===== config.mk =====
export PLATFORM = sky130hd
export DESIGN_NAME = bus_uart_tx
export DESIGN_NICKNAME = d
export VERILOG_FILES = /design/src/rtl/bus_uart_tx.sv
export SDC_FILE = /design/constraint.sdc
export NUM_CORES = 1
export LEC_CHECK = 0
export CORE_MARGIN = 3
export CORE_UTILIZATION = 68
export DETAILED_ROUTE_END_ITERATION = 8
export DONT_BUFFER_PORTS = 1
export GPL_TIMING_DRIVEN = 1
export PLACE_DENSITY = 0.82
export SLEW_MARGIN = 10
export SYNTH_ARGS = -nofsm -noshare
export SYNTH_HDL_FRONTEND = slang
export SYNTH_SLANG_ARGS = --single-unit

===== constraint.sdc =====
create_clock -name clk -period 5.16 [get_ports clk]
set_input_delay 0.774 -clock clk [delete_from_list [all_inputs] [get_ports clk]]
set_output_delay 0.774 -clock clk [all_outputs]
set_load 0.01 [all_outputs]

===== src/rtl/bus_uart_tx.sv =====
// bus_uart_tx: memory-mapped 8N1 UART transmitter on the 6502 core's data bus.
//
// Register window (4 bytes at BASE_ADDR):
//   +0 DATA   write pushes a byte into the TX FIFO; reads 8'h00
//   +1 STATUS {min(count,15), overflow, busy, empty, full}; a write with bit3=1 clears overflow
//   +2 CTRL   bit0 irq_en when UART_TX_IRQ_EN is defined, otherwise reads 8'h00
//   +3        reads 8'h00, writes ignored
//
// Optional feature macro: UART_TX_IRQ_EN (CTRL register and registered drain interrupt).
//
// Ports:
//   clk        clock
//   resetn     synchronous active-low reset
//   address    bus address from the core
//   wr_data    bus write data
//   wr_enable  write strobe, one write per cycle it is high
//   rd_data    combinational read data, 8'h00 when not selected
//   sel        combinational window decode
//   txd        registered serial output, idle high
//   irq        level interrupt, tied low unless UART_TX_IRQ_EN is defined
module bus_uart_tx #(
  parameter logic [15:0] BASE_ADDR = 16'hD000,
  parameter int          CLK_DIV   = 434,
  parameter int          FIFO_AW   = 4
) (
  input  logic        clk,
  input  logic        resetn,
  input  logic [15:0] address,
  input  logic [7:0]  wr_data,
  input  logic        wr_enable,
  output logic [7:0]  rd_data,
  output logic        sel,
  output logic        txd,
  output logic        irq
);

  localparam int             DEPTH   = 1 << FIFO_AW;
  localparam logic [FIFO_AW:0] DEPTH_C = (FIFO_AW + 1)'(DEPTH);
  localparam logic [FIFO_AW:0] CNT_ONE = (FIFO_AW + 1)'(1);
  localparam logic [FIFO_AW-1:0] PTR_ONE = FIFO_AW'(1);
  localparam logic [15:0]    DIV_M1  = 16'(CLK_DIV - 1);

  typedef enum logic [1:0] {
    ST_IDLE  = 2'd0,
    ST_START = 2'd1,
    ST_DATA  = 2'd2,
    ST_STOP  = 2'd3
  } state_t;

  logic [7:0]         mem_r [0:DEPTH-1];
  logic [FIFO_AW-1:0] wptr_r;
  logic [FIFO_AW-1:0] rptr_r;
  logic [FIFO_AW:0]   count_r;
  logic               overflow_r;
  state_t             state_r;
  state_t             state_s;
  logic [15:0]        baud_r;
  logic [15:0]        baud_s;
  logic [7:0]         shift_r;
  logic [7:0]         shift_s;
  logic [2:0]         idx_r;
  logic [2:0]         idx_s;
  logic               txd_r;
  logic               txd_s;
  logic               pop_s;
  logic               empty_s;
  logic               full_s;
  logic               busy_s;
  logic               push_req_s;
  logic               push_ok_s;
  logic               clr_ovf_s;
  logic [FIFO_AW+4:0] cnt_wide_s;
  logic [3:0]         cnt_sat_s;
  logic [7:0]         status_s;
  logic [7:0]         ctrl_rd_s;
  logic [7:0]         rd_data_s;

  assign sel        = (address[15:2] == BASE_ADDR[15:2]);
  assign empty_s    = (count_r == '0);
  assign full_s     = (count_r == DEPTH_C);
  assign busy_s     = (state_r != ST_IDLE);
  assign push_req_s = sel & wr_enable & (address[1:0] == 2'd0);
  // A full FIFO still accepts when the transmitter frees a slot on the same edge.
  assign push_ok_s  = push_req_s & (~full_s | pop_s);
  assign clr_ovf_s  = sel & wr_enable & (address[1:0] == 2'd1) & wr_data[3];
  assign cnt_wide_s = {4'b0000, count_r};
  assign cnt_sat_s  = (cnt_wide_s > (FIFO_AW + 5)'(15)) ? 4'hF : cnt_wide_s[3:0];
  assign status_s   = {cnt_sat_s, overflow_r, busy_s, empty_s, full_s};
  assign txd        = txd_r;
  assign rd_data    = rd_data_s;

  // Transmit FSM next-state, baud counter, shifter and serial output.
  always_comb begin
    state_s = state_r;
    baud_s  = baud_r;
    shift_s = shift_r;
    idx_s   = idx_r;
    txd_s   = txd_r;
    pop_s   = 1'b0;
    case (state_r)
      ST_IDLE: begin
        if (!empty_s) begin
          pop_s   = 1'b1;
          shift_s = mem_r[rptr_r];
          baud_s  = DIV_M1;
          state_s = ST_START;
          txd_s   = 1'b0;
        end else begin
          baud_s  = 16'd0;
          txd_s   = 1'b1;
        end
      end
      ST_START: begin
        if (baud_r == 16'd0) begin
          state_s = ST_DATA;
          baud_s  = DIV_M1;
          txd_s   = shift_r[0];
          idx_s   = 3'd0;
        end else begin
          baud_s  = baud_r - 16'd1;
        end
      end
      ST_DATA: begin
        if (baud_r == 16'd0) begin
          baud_s = DIV_M1;
          if (idx_r == 3'd7) begin
            state_s = ST_STOP;
            txd_s   = 1'b1;
          end else begin
            // Next bit is shift_r[1] because the shifter moves on this same edge.
            shift_s = {1'b0, shift_r[7:1]};
            idx_s   = idx_r + 3'd1;
            txd_s   = shift_r[1];
          end
        end else begin
          baud_s = baud_r - 16'd1;
        end
      end
      ST_STOP: begin
        if (baud_r == 16'd0) begin
          if (!empty_s) begin
            // Back-to-back frame: start bit follows the stop bit with no idle gap.
            pop_s   = 1'b1;
            shift_s = mem_r[rptr_r];
            baud_s  = DIV_M1;
            state_s = ST_START;
            txd_s   = 1'b0;
          end else begin
            state_s = ST_IDLE;
            baud_s  = 16'd0;
            txd_s   = 1'b1;
          end
        end else begin
          baud_s = baud_r - 16'd1;
        end
      end
      default: begin
        state_s = ST_IDLE;
        baud_s  = 16'd0;
        txd_s   = 1'b1;
      end
    endcase
  end

  // Transmit FSM state register.
  always_ff @(posedge clk) begin
    if (!resetn) begin
      state_r <= ST_IDLE;
      baud_r  <= 16'd0;
      shift_r <= 8'h00;
      idx_r   <= 3'd0;
      txd_r   <= 1'b1;
    end else begin
      state_r <= state_s;
      baud_r  <= baud_s;
      shift_r <= shift_s;
      idx_r   <= idx_s;
      txd_r   <= txd_s;
    end
  end

  // FIFO storage; contents need no reset because pointers gate every read.
  always_ff @(posedge clk) begin
    if (push_ok_s) begin
      mem_r[wptr_r] <= wr_data;
    end
  end

  // FIFO pointers, occupancy and sticky overflow flag.
  always_ff @(posedge clk) begin
    if (!resetn) begin
      wptr_r     <= '0;
      rptr_r     <= '0;
      count_r    <= '0;
      overflow_r <= 1'b0;
    end else begin
      if (push_ok_s) begin
        wptr_r <= wptr_r + PTR_ONE;
      end
      if (pop_s) begin
        rptr_r <= rptr_r + PTR_ONE;
      end
      case ({push_ok_s, pop_s})
        2'b10:   count_r <= count_r + CNT_ONE;
        2'b01:   count_r <= count_r - CNT_ONE;
        default: count_r <= count_r;
      endcase
      // A dropped byte sets overflow even if a clear arrives on the same edge.
      if (push_req_s && !push_ok_s) begin
        overflow_r <= 1'b1;
      end else if (clr_ovf_s) begin
        overflow_r <= 1'b0;
      end
    end
  end

`ifdef UART_TX_IRQ_EN
  logic ctrl_r;
  logic irq_r;

  // CTRL register and drain interrupt.
  always_ff @(posedge clk) begin
    if (!resetn) begin
      ctrl_r <= 1'b0;
      irq_r  <= 1'b0;
    end else begin
      if (sel && wr_enable && (address[1:0] == 2'd2)) begin
        ctrl_r <= wr_data[0];
      end
      irq_r <= ctrl_r & empty_s & ~busy_s;
    end
  end

  assign ctrl_rd_s = {7'b0000000, ctrl_r};
  assign irq       = irq_r;
`else
  assign ctrl_rd_s = 8'h00;
  assign irq       = 1'b0;
`endif

  // Read mux; zero when deselected so it can be OR-combined with memory data.
  always_comb begin
    rd_data_s = 8'h00;
    if (sel) begin
      case (address[1:0])
        2'd1:    rd_data_s = status_s;
        2'd2:    rd_data_s = ctrl_rd_s;
        default: rd_data_s = 8'h00;
      endcase
    end else begin
      rd_data_s = 8'h00;
    end
  end

endmodule

==> Word level (Yosys, flattened, before mapping) <==
Memory sizes are Yosys's and may differ from the RTL's. A register that Yosys moved wholly into a read port is not among the register bits.
Cells that the tools add are included.
{ "totals": {"regBits": 44, "mem_bits_rw": 128, "n_memories": 1, "input_bits": 27, "elab_cells": 94, "output_inout_bits": 11} }
{ "memory_table": {"columns": ["name", "words", "width", "rd", "rd_clocked_by_memory_dff", "wr", "line_no", "source"], "rows": [
  ["mem_r", 16, 8, 1, 1, 1, "50", "logic [7:0] mem_r [0:DEPTH-1];"]
]} }
{ "classes": {"n_mux": 39, "eq_ne": 15, "add_sub_neg": 6, "reduce_logical": 16, "n_bitwise": 7, "n_lt_le_gt_ge": 1} }
{ "ops": {"columns": ["op", "n"], "rows": [
  ["2-to-1 mux 8 bit", 6],
  ["one-hot mux 16 bit (3 select lines)", 1],
  ["2-to-1 mux 16 bit", 2],
  ["one-hot mux 8 bit (3 select lines)", 1],
  ["logical NOT 16 bit", 1],
  ["subtractor 16 x 1 -> 16 bit (second input constant)", 1],
  ["equality test 14 bit (second input constant)", 1],
  ["2-to-1 mux 1 bit", 12],
  ["2-to-1 mux 4 bit", 3],
  ["!= test 2 bit (second input constant)", 6],
  ["2-to-1 mux 2 bit", 5],
  ["one-hot mux 5 bit (2 select lines)", 1],
  ["2-to-1 mux 3 bit", 3],
  ["2-to-1 mux 9 bit", 1],
  ["adder 4 x 1 -> 4 bit (second input constant)", 2],
  ["one-hot mux 2 bit (4 select lines)", 1],
  ["AND reduction 4 bit", 2],
  ["nonzero test 2 bit", 4],
  ["equality test 2 x 1 -> 1 bit (second input constant)", 3],
  ["equality test 2 bit (second input constant)", 3],
  ["one-hot mux 3 bit (2 select lines)", 1],
  ["adder 5 x 1 -> 5 bit (second input constant)", 1],
  ["AND 1 bit", 5],
  ["equality test 5 bit (second input constant)", 1],
  ["other kinds (16)", 17]
]} }

==> Depth between registers and ports, before layout <==
{ "depth": {"word_depth": 9, "depth_mapped": 14, "mapped_depth_nobuf": 12} }

==> Worst setup path before layout <==
No wires, ideal clock.
{ "synth_path": {"path_type": "in2reg", "from": "in address[3]", "to": "reg count_r[2]", "required_time_ns": 5.045, "setup_ns": 0.115, "cell_stages": 9, "arrival_time_ns": 3.660, "slack_ns": 1.385, "cell_sequence": "or4_1 -> or4_4 -> nor4b_4 -> nor2_2 -> xor2_1 -> ha_1 -> or4_2 -> and3_1 -> o21a_1"} }
{ "synth_between": {"elab_chain_len": 6, "elab_cells_between_ends": 8} }
{ "synth_rtl": {"columns": ["item", "line_no", "source"], "rows": [
  ["start, declared", "28", "input logic [15:0] address,"],
  ["equality test 14 bit (*)", "78", "assign sel = (address[15:2] == BASE_ADDR[15:2]);"],
  ["AND 1 bit (*) (2 in series)", "82", "assign push_req_s = sel & wr_enable & (address[1:0] == 2'd0);"],
  ["AND 1 bit (*)", "84", "assign push_ok_s = push_req_s & (~full_s | pop_s);"],
  ["equality test 2 x 1 -> 1 bit / equality test 2 bit (equally long branches)", "203", "case ({push_ok_s, pop_s})"],
  ["one-hot mux 5 bit (2 select lines) / nonzero test 2 bit (equally long branches)", null, null],
  ["end signal, assigned", "204", "2'b10: count_r <= count_r + CNT_ONE;"],
  ["end signal, assigned", "205", "2'b01: count_r <= count_r - CNT_ONE;"],
  ["end signal, assigned", "206", "default: count_r <= count_r;"],
  ["end, declared", "53", "logic [FIFO_AW:0] count_r;"]
]} }
Mark *: on every way between the ends. The rest lies on a longest branch, timed or not.
A chain may end at the register's enable or synchronous reset.

==> Worst setup path in the final report <==
{ "layout_path": {"from": "reg baud_r[0]", "to": "reg count_r[2]"} }
{ "layout_between": {"elab_chain_len": 7, "elab_cells_between_ends": 9} }
{ "layout_rtl": {"columns": ["item", "line_no", "source"], "rows": [
  ["start, declared", "57", "logic [15:0] baud_r;"],
  ["start signal, assigned", "175", "baud_r <= baud_s;"],
  ["logical NOT 16 bit (*)", "140", "if (baud_r == 16'd0) begin"],
  ["2-to-1 mux 1 bit (*)", "140", null],
  ["one-hot mux 1 bit (2 select lines) (*)", "100", "case (state_r)"],
  ["OR 1 bit", "84", null],
  ["AND 1 bit", "84", null],
  ["equality test 2 x 1 -> 1 bit / equality test 2 bit (equally long branches)", "203", null],
  ["one-hot mux 5 bit (2 select lines) / nonzero test 2 bit (equally long branches)", null, null]
]} }
Marks and branches as above.

==> impl_metrics.ini <==
[logic_synthesis]
synthCells = 526
ys_async_sr_fraction = 0
ys_types = 56
yosysSeqAreaShare = 0.6451
ys_seq_elements = 176
ys_warn_count = 0
syn-mean-instance-area_um2 = 14.16
synth_ff_type = edfxtp_1
syn_area_um2 = 7448
syn_nets = 568
synth_edf_count = 128

[final_layout]
final_area_um2 = 8144
final_cell_mix = 128 x edfxtp_1, 47 x dfxtp_1, 45 x nor2_1
area_delta_synth_final_pct = 9.340
mostFrequentLayoutCell = edfxtp_1
fin_util = 0.7750
final_cells = 670
diodes = 0
final_nets = 564
drive_gt1_frac = 0.1554

[power_and_ir_drop]
p_leak_nw = 2.691
powerDensity_nw_per_um2 = 468.7
ir_drop_uv = 486.9

[worst_setup_path]
cp.arrival_ps = 3960
worstPathMaxFanout = 12
required_ps = 5600
crit_path_end_kind = flop
regToRegStartpoint = baud_r[0]
setup.worst_path.start_class = flop
critical_path_class = flop to flop
critPathLaunch = baud_r[0]

[clock_network]
cts_tree = yes
cts_hold_buffers = 0
numCtsBuffers = 17
htreeDepth = 4
insertion_delay_ps = 540
clk_path_buf_depth = 2
path_clk_slew_ps = 70
post_cts_resized = 0
cts_setup_buffers = 0
clockRootBuffer = clkbuf_8
cts.sinks = 176

[global_route]
use_met3 = 0.08843
grt_pass1_vias = 4247
antenna_found_initial = 0
grtUsageMet1 = 0.3373
grt_max_degree = 41
grt_pass1_wl_mm = 23.54
track_usage = 0.2567
grt_overflow = 0
gr-max-usage-layer = met2
use_met2 = 0.4021

[timing]
hold_viol_final = 0
setup_ws_ps = 1638
fmax_mhz = 284.0
worst_pin_slew_ps = 1018
drv_slew = 0
rsz0062_at_grt = false
min_period_over_period = 0.6825
tns_ps = 0
min_period_ps = 3522
finClkSkew_ps = 7.638
slew_headroom = 0.3216
setup_viol_count_final = 0

[route]
wire_per_inst_um = 21.94
vias = 4306
drc_errors = 0
wl_mm = 14.70
drtIter0Drc = 458
ant_nets = 0
drt-vias-per-instance = 6.427
drtPass1Iterations = 5

[status]
status = finished, final reports clean

[floorplan]
num_io_pins = 38
placementRows = 37
die-area_um2 = 12250
chipHeight_um = 110.7
chipWidth_um = 110.7
core-area_um2 = 10510
initial_core_util = 0.7088

[placed_design]
dp_cells = 639
port_buffers = 0
place_area_um2 = 7550
place_congestion = 0.8573
hpwlAfterDp_mm = 9.499
dp_slack_ps = 1155

[flow_run]
maxCapViolations = 0

[worst_hold_path]
min_path_type = input port to flop
hold_start = resetn
## report_power, final
| group | switching (mW) | total, mW | internal (mW) |
|---|---|---|---|
| Combinational | 0.464 | 0.841 | 0.377 |
| Sequential | 0.102 | 1.69 | 1.59 |
| Clock | 0.539 | 1.28 | 0.745 |
## cell usage after synthesis (all sizes together), types with 2 or more instances
cell	count	area, um^2
edfxtp	128	3844
dfxtp	48	960.9
nor2	46	175.2
mux4	32	720.7
a21oi	29	145.1
nand2	24	90.09
clkbuf	21	78.83
o21ai	21	105.1
ha	15	187.7
a211oi	13	97.59
nor3	13	65.06
mux2i	12	120.1
nand3	11	55.05
xnor2	11	96.34
nor2b	9	56.30
and2	8	51.30
and3	8	51.30
buf	8	36.29
inv	8	30.03
nand2b	7	43.79
a21boi	5	37.53
or4	5	42.54
xor2	5	43.79
a31oi	4	25.02
or2	4	25.03
nand3b	3	22.52
nor4	3	25.02
or3	3	18.77
a211o	2	17.52
nand4	2	12.51
nor4b	2	32.53
o21a	2	15.01
o22ai	2	12.51
or4b	2	20.02
## routing by layer
layer	share of wire	vias to the layer above
li1	-	1994
met5	0	-
met3	0.075	28
met1	0.40	2105
met4	0.023	0
met2	0.50	179
## per-stage QoR
| stage | hold slack [ps] | power [mW] |
|---|---|---|
| 6_report | 297.6 | 3.817 |
| 4_1_cts | 268.6 | 3.835 |
| 5_1_grt | 265.0 | 4.014 |
| 3_3_place_gp | 445.5 | 2.513 |
| 2_1_floorplan | 433.3 | 2.392 |
| 3_5_place_dp | 455.1 | 2.550 |
## area by class of cell
type | count | area (um^2)
multi-input cells | 313 | 2499
clock inverters | 14 | 180.2
clock buffers | 17 | 414.1
repair buffers | 6 | 45.04
well taps | 136 | 170.2
inverters | 8 | 30.03
flip-flops and latches | 176 | 4806
fillers | 578 | 2365
## logic make-up (layout without fill, tap and decap cells)
family                   Yosys count  in the layout  share of synthesized area
other                              1              1                  0.0005035
buffers and inverters             37             45                    0.01949
AND/OR/NAND/NOR                  154            154                     0.1107
XOR/XNOR                          16             16                    0.01881
AO/OA/AOI/OAI                     83             83                    0.06736
multiplexers                      44             44                     0.1129
adder cells (fa/ha/maj)           15             15                    0.02520
flip-flops                       176            176                     0.6451
## state kept, by name (all words and copies together) (netlist names), named ones only
signal / cells
rptr_r: 4
txd: 1
count_r: 5
baud_r: 16
idx_r: 3
state_r: 2
shift_r: 8
mem_r: 128
wptr_r: 4
overflow_r: 1
## path summary, 6_finish.rpt
| check | slack, ps | endpoint | cells after the start |
|---|---|---|---|
| worst max-delay path | 1640 | count_r[2] | 11 |
| worst min-delay path | 300 | txd | 1 |
| worst min register to register | 470 | shift_r[7] | 2 |
| worst max register to register | 1640 | count_r[2] | 11 |
## critical path, cell delays in order, from the launching register on
cell     delay [ps]
dfxtp_1         360
inv_1            80
ha_1            190
nor4b_1         140
and4_1          290
a31oi_1         730
nor2_2          170
xor2_1          190
ha_1            220
or4_2           660
and3_1          190
o21a_1          170
Power figures use the tool's default switching activity.
